===== src/rtl/mult_pkg.sv =====
// Shared definitions for the shift-and-add multiplier sequencer.
package mult_pkg;

  localparam logic [1:0] ST_IDLE = 2'd0;
  localparam logic [1:0] ST_LOAD = 2'd1;
  localparam logic [1:0] ST_CALC = 2'd2;
  localparam logic [1:0] ST_DONE = 2'd3;

  typedef enum logic [1:0] {
    IDLE = ST_IDLE,
    LOAD = ST_LOAD,
    CALC = ST_CALC,
    DONE = ST_DONE
  } state_t;

endpackage


===== src/rtl/iter_counter.sv =====
// CALC iteration counter: synchronous clear, count enable, terminal-count flag.
module iter_counter #(
  parameter int unsigned WORD_LENGTH = 8
) (
  input  logic                           clk,
  input  logic                           reset,
  input  logic                           clear,
  input  logic                           en,
  output logic [$clog2(WORD_LENGTH)-1:0] count,
  output logic                           tc
);

  localparam int unsigned W = $clog2(WORD_LENGTH);
  localparam logic [W-1:0] LAST = W'(WORD_LENGTH - 1);

  assign tc = (count == LAST);

  // Count holds at the last index; only a clear brings it back to zero.
  always_ff @(posedge clk) begin
    if (reset || clear) begin
      count <= '0;
    end else if (en && !tc) begin
      count <= count + W'(1);
    end
  end

endmodule


===== src/rtl/mult_sequencer.sv =====
// Control sequencer for an external shift-and-add multiplier datapath.
module mult_sequencer
  import mult_pkg::*;
#(
  parameter int WORD_LENGTH = 8,
  parameter int EARLY_EXIT  = 1
) (
  input  logic                           clk,
  input  logic                           reset,
  input  logic                           start,
  input  logic                           mplr_lsb,
  input  logic                           mplr_zero,
  output logic                           load,
  output logic                           shift,
  output logic                           acc_clear,
  output logic                           acc_en,
  output logic                           ready,
  output logic                           done,
  output logic [$clog2(WORD_LENGTH)-1:0] iter
);

  state_t state;
  logic   exit_now;
  logic   last_iter;

  assign exit_now = (EARLY_EXIT != 0) && mplr_zero;

  // Moore strobes decoded straight from the registered state.
  assign load      = (state == LOAD);
  assign acc_clear = (state == LOAD);
  assign ready     = (state == IDLE);
  assign done      = (state == DONE);

  // Mealy datapath strobes: shift and conditional add while in CALC.
  always_comb begin
    shift  = 1'b0;
    acc_en = 1'b0;
    if (state == CALC && !exit_now) begin
      shift  = 1'b1;
      acc_en = mplr_lsb;
    end
  end

  // State register and transition logic.
  always_ff @(posedge clk) begin
    if (reset) begin
      state <= IDLE;
    end else begin
      case (state)
        IDLE:    if (start) state <= LOAD;
        LOAD:    state <= CALC;
        CALC:    if (exit_now || last_iter) state <= DONE;
        DONE:    state <= IDLE;
        default: state <= IDLE;
      endcase
    end
  end

  iter_counter #(
    .WORD_LENGTH(WORD_LENGTH)
  ) u_iter (
    .clk  (clk),
    .reset(reset),
    .clear(load),
    .en   (shift),
    .count(iter),
    .tc   (last_iter)
  );

endmodule


===== config.mk =====
export PLATFORM = sky130hd
export DESIGN_NAME = mult_sequencer
export DESIGN_NICKNAME = d
export VERILOG_FILES = /design/src/rtl/mult_pkg.sv /design/src/rtl/iter_counter.sv /design/src/rtl/mult_sequencer.sv
export SDC_FILE = /design/constraint.sdc
export NUM_CORES = 1
export LEC_CHECK = 0
export CAP_MARGIN = 20
export CORE_AREA = 2 2 39 41
export DETAILED_ROUTE_END_ITERATION = 10
export DIE_AREA = 0 0 41 43
export GPL_ROUTABILITY_DRIVEN = 0
export GPL_TIMING_DRIVEN = 1
export HOLD_SLACK_MARGIN = 0.08
export PLACE_DENSITY_LB_ADDON = 0.05
export SLEW_MARGIN = 20
export SYNTH_ARGS = -nofsm -noshare
export SYNTH_HDL_FRONTEND = slang
export SYNTH_HIERARCHICAL = 1
export SYNTH_SLANG_ARGS = --single-unit

===== constraint.sdc =====
create_clock -name clk -period 3.4 [get_ports clk]
set_input_delay 0.34 -clock clk [delete_from_list [all_inputs] [get_ports clk]]
set_output_delay 0.34 -clock clk [all_outputs]
set_load 0.01 [all_outputs]

==> metrics.txt <==
status=finished, final reports clean; Initial Util=23.6%; via/cell ratio=4.30; Slew Viols, Final=0; DR vias=275; worst r2r src=state[0]$_SDFFE_PP0P_; CP max stage cell=clkdlybuf4s50_1; synthesis-to-layout area growth=51.7%; final worst slack=1300 ps; clk slew on worst S/H paths=40 ps; crit path to=acc_en; antenna violations before repair=0; Rel. slew slack=75.2%; clk root buf=clkbuf_4; Post-Place Worst Slack=1440 ps; Post-Syn Instances=32; Register-to-Register Setup Slack=1870 ps; Die X=41 um; Leak=0.205 nW; Port Buffer Count=13; Overall Power=298 uW; Core ar.=0.00138 mm2; Final #Nets=61; clk buf depth=2; setup tns final=0 ps; measured slew at the worst slew-check pin=371 ps; CP arrival=1760 ps; CP Class=register to primary output; FP Rows=14; critical path launch point type=register; Critical path origin=state[0]$_SDFFE_PP0P_; Seq/Total Area, Yosys=30.7%; VDD IR-drop max=215 uV; TritonCTS buffer count=3; Synth cell types=16; WL/cell=9.98 um; DRC Markers=0; final WL=639 um; Cell Pwr Density=602 mW/mm2; cts hold-fix bufs=0; Largest stage delay, worst path=530 ps; Seq. cell area=100 um2; GRT Total Usage=10.9%; first-pass GRT wire length=1210 um; vias in the first global route=283; crit path max fanout=4; fmax=476 MHz; die area=0.00176 mm2; Final period util=61.9%; Clock H-tree levels=1; TritonCTS clock tree=done; synthesized area per cell=10.2 um2; Synth Warn #=6; Final ANT Viol Nets=0; share of layout cells above drive strength 1=8.33%; largest cells by area after synthesis=dfxtp_1, ha_1, mux2i_1; R2R cell count=5; worst path required time=3060 ps; Sinks on Clock Net=5; register bit total from synthesis=5; postcts setup bufs=0; ANT cells=0; Fillers=134; dpl hpwl=561 um; unrepaired setup endpoints after global routing=no; CP Capture Type=primary output; area share of the largest cell type after synthesis=30.7%; Die Y=43 um; Synth Cell Area=327 um2; Worst-Skew Late Latency=240 ps; Tmin final=2100 ps; largest net degree at the start of global routing=7; final setup vio count=0; Worst Skew=5.70 ps; DRT Pass-1 Iters=2; DR iter-0 viols=2; MaxCap Viol Count=0; post-CTS sizing=0; Mapped Nets=44; hold_sp=u_iter/count[2]$_SDFFE_PP0P_; Multi-input gate area=208 um2; IO Count=14; leading area contributor after synthesis=dfxtp_1; Hold Fails Final Rpt=0; Hold Path Class=register to register; Overflow after GRT=0; worst flop-to-flop path endpoint=state[1]$_SDFFE_PP0P_; cells along the critical path=inv_1 > ha_1 > nor2b_1 > and2_1 > clkdlybuf4s50_1
-- worst max-delay path: cells and delay by family (launching register included) --
kind | cells | cell delay [ps]
flip-flops | 1 | 320
adder cells (fa/ha/maj) | 1 | 210
AND/OR/NAND/NOR | 2 | 340
buffers and inverters | 2 | 650
-- worst min-delay path by stage --
stage / end / cells after the start
floorplan: u_iter/count[0]$_SDFFE_PP0P_ / 1
global placement: u_iter/count[1]$_SDFFE_PP0P_ / 2
detailed placement: u_iter/count[2]$_SDFFE_PP0P_ / 2
CTS: u_iter/count[2]$_SDFFE_PP0P_ / 2
global route: u_iter/count[1]$_SDFFE_PP0P_ / 2
finish: u_iter/count[2]$_SDFFE_PP0P_ / 2
-- cell usage after synthesis (all sizes together) --
cell type  n
and2       1
buf        1
dfxtp      5
ha         7
inv        3
mux2i      2
nor2       1
nor2b      3
nor3       3
nor3b      1
o21ai      1
o311a      1
o31ai      1
or4b       1
xnor2      1
-- power by group --
part | internal [mW] | switching [mW]
clock network | 0.0444 | 0.0240
logic | 0.0831 | 0.0671
registers | 0.0705 | 0.00937
total | 0.198 | 0.100
-- cells by family (layout without fill, tap and decap cells) --
group	Yosys count	in the layout	share of synthesized area, %
AND/OR/NAND/NOR	10	10	21.1
adder cells (fa/ha/maj)	7	7	26.8
XOR/XNOR	1	1	2.68
flip-flops	5	5	30.7
buffers and inverters	4	20	5.75
multiplexers	2	2	6.13
AO/OA/AOI/OAI	3	3	6.90
-- per-stage QoR --
step / area, um2 / hold slack, ps / utilization [%] / instances
floorplan: 327 / 417 / - / 32
global placement: 469 / 529 / 33.9 / 60
detailed placement: 469 / 543 / 33.9 / 60
CTS: 495 / 554 / 35.8 / 64
global route: 495 / 595 / 35.8 / 64
finish: 495 / 547 / 35.8 / 64
-- cells in the final DEF, fill, tap and decap left out, types with 2 or more instances in the layout --
cell type        netlist  layout
dfxtp_1                5       5
clkbuf_4               0       3
nor3_1                 3       3
mux2i_1                2       2
ha_1                   7       7
nor2b_1                2       2
clkdlybuf4s50_1        0      13
inv_1                  3       3
-- sequential cells by signal, indices dropped and copies added (netlist names) --
signal / count
u_iter/count: 3
state: 2
-- area by class of cell --
type | count | area share, %
Timing Repair Buffer | 13 | 26.3
Sequential cell | 5 | 20.2
Multi-Input combinational cell | 23 | 41.9
Inverter | 3 | 2.27
Tap cell | 16 | 4.04
Clock buffer | 4 | 5.30
-- routing by layer --
metal | track usage [%] | up-vias | wire (um)
met5 | 0 | - | 0
met4 | 4.00 | 0 | 10
met1 | 10.3 | 121 | 226
met2 | 16.6 | 8 | 347
li1 | - | 143 | -
met3 | 9.42 | 3 | 54
Power figures use the tool's default switching activity.
